===== src/rtl/alu_multicycle.sv =====
// alu_multicycle: iterative unsigned multiply/divide unit for the Execute stage.
// Computes MUL, MULHU, DIVU and REMU one bit per cycle and holds alu_ready low
// while an operation is in flight so the hazard unit stalls Execute and upstream.
//
// Ports:
//   clock        system clock, rising edge
//   reset_n      asynchronous active-low reset
//   start        multicycle op present in Execute
//   op           00 MUL, 01 MULHU, 10 DIVU, 11 REMU
//   src_a        multiplicand / dividend
//   src_b        multiplier / divisor
//   hold         Execute stall from the hazard unit
//   flush        abort the current operation
//   alu_ready    result valid or nothing pending; low stalls Execute
//   busy         iteration in progress
//   result       selected result, held until the next accepted op completes
//   div_by_zero  DIVU/REMU divisor was zero, held alongside result
//
// Build option:
//   ALU_EARLY_TERM_EN  when defined, MUL/MULHU finish as soon as the remaining
//                      multiplier bits are all zero (minimum one BUSY cycle).
module alu_multicycle #(
    parameter int unsigned WIDTH = 32,
    parameter int unsigned CNT_W = 6
) (
    input  logic             clock,
    input  logic             reset_n,
    input  logic             start,
    input  logic [1:0]       op,
    input  logic [WIDTH-1:0] src_a,
    input  logic [WIDTH-1:0] src_b,
    input  logic             hold,
    input  logic             flush,
    output logic             alu_ready,
    output logic             busy,
    output logic [WIDTH-1:0] result,
    output logic             div_by_zero
);

    typedef enum logic [1:0] {StIdle, StBusy, StDone} state_e;

    localparam logic [1:0] OpMul   = 2'b00;
    localparam logic [1:0] OpMulhu = 2'b01;
    localparam logic [1:0] OpDivu  = 2'b10;
    localparam logic [1:0] OpRemu  = 2'b11;

    localparam logic [CNT_W-1:0] LastIter = CNT_W'(WIDTH - 1);

    state_e             state_q;
    logic [CNT_W-1:0]   cnt_q;
    logic [1:0]         op_q;
    // Multiply: product accumulator. Divide: low WIDTH bits hold the partial remainder.
    logic [2*WIDTH-1:0] acc_q;
    // Multiply: multiplicand shifted left each step. Divide: divisor in the low half.
    logic [2*WIDTH-1:0] dsr_q;
    // Multiply: multiplier shifted right. Divide: dividend shifting out, quotient shifting in.
    logic [WIDTH-1:0]   sh_q;
    logic               dbz_q;

    logic               is_mul;
    logic [2*WIDTH-1:0] mul_acc;
    logic [WIDTH:0]     rem_shift;
    logic [WIDTH+1:0]   rem_diff;
    logic [WIDTH:0]     rem_next;
    logic [WIDTH-1:0]   quot_next;
    logic [WIDTH-1:0]   final_result;
    logic               last_iter;

    assign is_mul = ~op_q[1];

    always_comb begin
        mul_acc   = sh_q[0] ? (acc_q + dsr_q) : acc_q;
        rem_shift = {acc_q[WIDTH-1:0], sh_q[WIDTH-1]};
        // Extra top bit is the borrow: set means the divisor does not fit.
        rem_diff  = {1'b0, rem_shift} - {2'b00, dsr_q[WIDTH-1:0]};
        if (rem_diff[WIDTH+1]) begin
            rem_next  = rem_shift;
            quot_next = {sh_q[WIDTH-2:0], 1'b0};
        end else begin
            rem_next  = rem_diff[WIDTH:0];
            quot_next = {sh_q[WIDTH-2:0], 1'b1};
        end

        final_result = '0;
        unique case (op_q)
            OpMul:   final_result = mul_acc[WIDTH-1:0];
            OpMulhu: final_result = mul_acc[2*WIDTH-1:WIDTH];
            OpDivu:  final_result = quot_next;
            OpRemu:  final_result = rem_next[WIDTH-1:0];
        endcase
    end

`ifdef ALU_EARLY_TERM_EN
    // Bits above the one consumed this cycle are all zero: nothing left to add.
    assign last_iter = (cnt_q == LastIter) || (is_mul && (sh_q[WIDTH-1:1] == '0));
`else
    assign last_iter = (cnt_q == LastIter);
`endif

    always_comb begin
        alu_ready = 1'b0;
        unique case (state_q)
            StIdle:  alu_ready = ~start;
            StBusy:  alu_ready = 1'b0;
            StDone:  alu_ready = 1'b1;
            default: alu_ready = 1'b0;
        endcase
    end

    assign busy = (state_q == StBusy);

    always_ff @(posedge clock or negedge reset_n) begin
        if (!reset_n) begin
            state_q     <= StIdle;
            cnt_q       <= '0;
            op_q        <= OpMul;
            acc_q       <= '0;
            dsr_q       <= '0;
            sh_q        <= '0;
            dbz_q       <= 1'b0;
            result      <= '0;
            div_by_zero <= 1'b0;
        end else if (flush) begin
            state_q <= StIdle;
        end else begin
            unique case (state_q)
                StIdle: begin
                    if (start) begin
                        op_q  <= op;
                        cnt_q <= '0;
                        acc_q <= '0;
                        if (!op[1]) begin
                            dsr_q <= {{WIDTH{1'b0}}, src_a};
                            sh_q  <= src_b;
                        end else begin
                            dsr_q <= {{WIDTH{1'b0}}, src_b};
                            sh_q  <= src_a;
                        end
                        dbz_q   <= op[1] && (src_b == '0);
                        state_q <= StBusy;
                    end
                end
                StBusy: begin
                    cnt_q <= cnt_q + 1'b1;
                    if (is_mul) begin
                        acc_q <= mul_acc;
                        dsr_q <= dsr_q << 1;
                        sh_q  <= sh_q >> 1;
                    end else begin
                        acc_q <= {{(WIDTH-1){1'b0}}, rem_next};
                        sh_q  <= quot_next;
                    end
                    if (last_iter) begin
                        result      <= final_result;
                        div_by_zero <= dbz_q;
                        state_q     <= StDone;
                    end
                end
                StDone: begin
                    // Same instruction still in Execute while held; start is ignored.
                    if (!hold) begin
                        state_q <= StIdle;
                    end
                end
                default: state_q <= StIdle;
            endcase
        end
    end

endmodule


===== config.mk =====
export PLATFORM = sky130hd
export DESIGN_NAME = alu_multicycle
export DESIGN_NICKNAME = d
export VERILOG_FILES = /design/src/rtl/alu_multicycle.sv
export SDC_FILE = /design/constraint.sdc
export NUM_CORES = 1
export LEC_CHECK = 0
export ABC_AREA = 1
export BUFFER_PORTS_ARGS = -buffer_cell sky130_fd_sc_hd__buf_2
export CAP_MARGIN = 10
export CORE_MARGIN = 2
export CORE_UTILIZATION = 45
export CTS_BUF_LIST = sky130_fd_sc_hd__clkbuf_8
export CTS_CLUSTER_DIAMETER = 120
export CTS_CLUSTER_SIZE = 10
export DETAILED_ROUTE_END_ITERATION = 10
export MAX_ROUTING_LAYER = met4
export PLACE_DENSITY = 0.73
export SYNTH_ARGS = -nofsm -noshare
export SYNTH_HDL_FRONTEND = slang
export SYNTH_SLANG_ARGS = --single-unit

===== constraint.sdc =====
create_clock -name clock -period 2.7 [get_ports clock]
set_input_delay 0.27 -clock clock [delete_from_list [all_inputs] [get_ports clock]]
set_output_delay 0.27 -clock clock [all_outputs]
set_load 0.01 [all_outputs]

==> PnR_summary.wiki <==
{| class="wikitable"
! Metric !! Value
|-
| Worst-case reg-to-reg path depth || 6
|-
| Detailed-route via count || 22.7k
|-
| Register-to-register setup slack || -0.09 ps
|-
| Maximum clock rate || roughly 0.37 GHz
|-
| Part of the total power dissipated in sequential elements || roughly a fifth
|-
| Final-layout fill cell count || 4403
|-
| Weighted congestion at the end of routability-driven global placement || ~1.1
|-
| Cell chain of the critical path || inv_1 -> nor2_4 -> o21ai_2 -> a21oi_2 -> o21ai_0 -> o22ai_1
|-
| Average cell area after synthesis || 5.89 um^2
|-
| Dominant synthesized flop cell || sky130_fd_sc_hd__dfrtp_1
|-
| Overall routing resource usage || 35.5%
|-
| Post-CTS clock slew at the launch and capture registers of the worst setup and hold paths || 90 ps
|-
| Final worst clock skew || 27.5 ps
|-
| Leakage component of the power || 12.7 nW
|-
| Reported net switching power || 12.7 mW
|-
| Number of max-capacitance violations reported || 0
|-
| Slew at the pin closest to its max-slew limit || 1300 ps
|-
| Die boundary width || ~210 um
|-
| Largest driver fanout on the critical path || 25
|-
| WHS Path Cells || 5
|-
| Number of nets produced by synthesis || 3466
|-
| Initial Util || 45.3%
|-
| Number of levels in the clock H-tree || 1
|-
| Power per cell area || between 1000 and 1500 nW/um^2
|-
| DRC viols || 0
|-
| Worst path required time || 3230 ps
|-
| Capture endpoint of the worst hold path || sh_q[17]$_DFFE_PN0P_
|-
| Die boundary height || 212 um
|-
| Worst reg2reg path startpoint || state_q[0]$_DFFE_PN0P_
|-
| Cell-internal power || between 10 and 15 mW
|-
| Clock power share || about 8.8%
|-
| Longest Clk Path Bufs || 3
|-
| Element type at the critical path start || register
|-
| Maximum ir drop on the vdd rail || 0.569 mV
|-
| Final core occ || a little over half
|-
| RSZ-0062 raised after global routing || yes
|-
| Final period demand of the worst path || around 2700 ps
|-
| Die Area || ~45000 um^2
|-
| Result of the run || finished, violations left
|-
| HPWL reported at the end of detailed placement || ~62000 um
|-
| Synthesized instance count || between 3k and 4k
|-
| Data arrival time of the critical path || 3230 ps
|-
| Endpoint class of the critical path || register
|-
| Endpoint of the most critical register-to-register path || dsr_q[7]$_DFFE_PN0P_
|-
| Final wirelength || 79500 um
|-
| Min-delay worst type || in2reg
|-
| Share of cells above drive strength 1 || 15.4%
|-
| Routed wire per std cell || 19.2 um
|-
| Pwr Total || 23.6 mW
|-
| Warnings, synthesis || 0
|-
| Via count of the first global-routing pass || 20.6k
|-
| Final setup margin || -0.0906 ps
|-
| Initial DRT Pass Iterations || 9
|-
| Most frequent cell after synthesis || sky130_fd_sc_hd__nand2_1
|-
| Proportion of power drawn by combinational gates || just over 70%
|-
| Net total in the final layout || 3714
|-
| CTS root buffer || sky130_fd_sc_hd__clkbuf_8
|-
| CTS buffer count || 24
|-
| Fraction of synthesized cell area taken by the top area cell type || 26.3%
|-
| Fraction of registers with async set or reset after synthesis || 100%
|-
| Commonest cells in the synthesized netlist || 1137 x sky130_fd_sc_hd__nand2_1, 593 x sky130_fd_sc_hd__inv_1, 238 x sky130_fd_sc_hd__nand3_1
|-
| Post-route antenna net violation count || 0
|-
| Synth-to-layout area growth || 19.4%
|-
| Routed via count divided by cell count || approximately 5.5
|-
| Startpoint of the most critical hold path || src_a[17]
|-
| Count of final hold-check violations || 0
|-
| Top-level port count || 106
|-
| Number of enable flip-flop cells after synthesis || 0
|-
| Post-route fraction of the period consumed by the critical path || 100%
|-
| Largest area contributor in the netlist || sky130_fd_sc_hd__dfrtp_1
|-
| Cells taking the most area after synthesis || sky130_fd_sc_hd__dfrtp_1 26%, sky130_fd_sc_hd__nand2_1 22%, sky130_fd_sc_hd__inv_1 11%
|-
| First-pass GRT wire length || approximately 120000 um
|-
| Total negative slack || -0.0906 ps
|-
| Count of input and output buffers || 105
|-
| Residual overflow from global routing || 0
|-
| Final max-slew violation count || 0
|-
| Pin count of the biggest net entering global routing || 108
|-
| Worst-skew pair later-pin latency || 630 ps
|-
| Flops & latches, synth || 204
|-
| Yosys cell types || 45
|-
| Max-slew headroom || 13.1%
|-
| Mapped Area || 19400 um^2
|-
| Cell at the slowest stage of the critical path || sky130_fd_sc_hd__a21oi_2
|-
| TritonCTS clock tree || built
|-
| Row count || 76
|-
| Core box area || 42900 um^2
|-
| Path type of the worst setup path || reg2reg
|-
| Part of the Yosys area used for sequential elements || 26.3%
|-
| Antenna violations before repair || 1
|-
| Number of sinks handled by clock tree synthesis || roughly 200
|-
| Setup-violating endpoint count in the final report || 1
|-
| Slowest Stage Delay on Critical Path || approximately 990 ps
|-
| Net Sw Frac || 54.1%
|-
| Failing checks || negative setup slack
|-
| DRT iter0 DRCs || 2830
|}
==> cell usage in the layout (no fill, tap or decap), types with 19 or more instances in the layout <==
cell type / instances
sky130_fd_sc_hd__inv_1: 593
sky130_fd_sc_hd__nand2_1: 1092
sky130_fd_sc_hd__dfrtp_1: 193
sky130_fd_sc_hd__a21oi_1: 143
sky130_fd_sc_hd__o21ai_0: 217
sky130_fd_sc_hd__ha_1: 64
sky130_fd_sc_hd__nand2_2: 58
sky130_fd_sc_hd__ha_4: 23
sky130_fd_sc_hd__buf_2: 104
sky130_fd_sc_hd__buf_4: 207
sky130_fd_sc_hd__clkbuf_8: 25
sky130_fd_sc_hd__a21oi_2: 19
sky130_fd_sc_hd__o211ai_1: 61
sky130_fd_sc_hd__nand3_2: 19
sky130_fd_sc_hd__o22ai_1: 56
sky130_fd_sc_hd__xor2_1: 21
sky130_fd_sc_hd__nor2_1: 219
sky130_fd_sc_hd__nand3_1: 220
==> power groups by stage <==
stage / combinational (mW) / sequential, mW / clock [mW]
6_report: 17.0 / 4.52 / 2.08
5_1_grt: 18.3 / 4.57 / 2.17
4_1_cts: 15.2 / 4.39 / 2.08
3_5_place_dp: 15.1 / 4.45 / 0
3_3_place_gp: 15.0 / 4.43 / 0
2_1_floorplan: 9.55 / 4.23 / 0
==> metal layers <==
metal	up-vias	track usage [%]	routed length [um]
li1	10900	-	-
met1	10300	45.6	31900
met2	1328	52.3	33900
met3	228	8.00	8950
met4	0	18.1	4670
met5	-	-	0
==> kinds of logic after synthesis <==
| logic type | count (synthesis) | share of synthesized area [%] |
|---|---|---|
| AND/OR/NAND/NOR | 1684 | 35.1 |
| buffers and inverters | 718 | 14.2 |
| AO/OA/AOI/OAI | 548 | 15.9 |
| flip-flops | 204 | 26.3 |
| adder cells (fa/ha/maj) | 98 | 6.39 |
| XOR/XNOR | 38 | 1.71 |
| multiplexers | 7 | 0.361 |
==> final cells by class <==
| class | instances | area (um^2) | share of cell area [%] |
|---|---|---|---|
| Sequential cell | 204 | 5120 | 22.1 |
| Clock inverter | 4 | 32.5 | 0.140 |
| Tap cell | 585 | 732 | 3.16 |
| Inverter | 605 | 2280 | 9.82 |
| Antenna cell | 1 | 2.50 | 0.0108 |
| Timing Repair Buffer | 334 | 2420 | 10.4 |
| Clock buffer | 24 | 330 | 1.42 |
| Multi-Input combinational cell | 2376 | 12300 | 53.0 |
==> how the worst max path moves through the flow <==
| stage | to | start | slack (ps) | cells past startpoint |
|---|---|---|---|---|
| final | dsr_q[7]$_DFFE_PN0P_ | state_q[0]$_DFFE_PN0P_ | -0.09 | 6 |
| after detailed placement | result[29]$_DFFE_PN0P_ | acc_q[10]$_DFFE_PN0P_ | -200 | 16 |
| after CTS | dsr_q[23]$_DFFE_PN0P_ | state_q[0]$_DFFE_PN0P_ | 10 | 6 |
| after floorplan | result[14]$_DFFE_PN0P_ | acc_q[0]$_DFFE_PN0P_ | 420 | 15 |
| after global placement | result[29]$_DFFE_PN0P_ | acc_q[9]$_DFFE_PN0P_ | -270 | 16 |
| after global routing | result[3]$_DFFE_PN0P_ | acc_q[6]$_DFFE_PN0P_ | -100 | 17 |
==> critical path, delay by kind of cell (launching register included) <==
kind | cells | cell delay [ps]
buffers and inverters | 1 | 130
AO/OA/AOI/OAI | 4 | 1840
flip-flops | 1 | 520
AND/OR/NAND/NOR | 1 | 140
==> through the flow <==
step / hold slack, ps / worst slack [ps] / instances / cell area, um^2
3_5_place_dp: 329 / -203 / 4086 / 21900
5_1_grt: 104 / -98.6 / 4133 / 23200
4_1_cts: 36.5 / 10.5 / 4121 / 22400
3_3_place_gp: 330 / -266 / 4086 / 21900
6_report: 78.3 / -0.0906 / 4133 / 23200
2_1_floorplan: -25.6 / 416 / 3297 / 19400
==> repair_timing <==
item	4_1_cts	5_1_grt
gates resized for setup	11	165
cloned	0	1
hold buffers	7	0
hold endpoints to repair	84	0
setup buffers	0	10
setup endpoints to repair	19	95
pin swaps	0	17
==> sequential cells by signal, indices dropped and copies added (netlist names) <==
signal / flops
sh_q: 32
state_q: 2
cnt_q: 6
result: 32
op_q: 2
dbz_q: 1
div_by_zero: 1
acc_q: 64
dsr_q: 64
(Power assumes the default switching activity.)
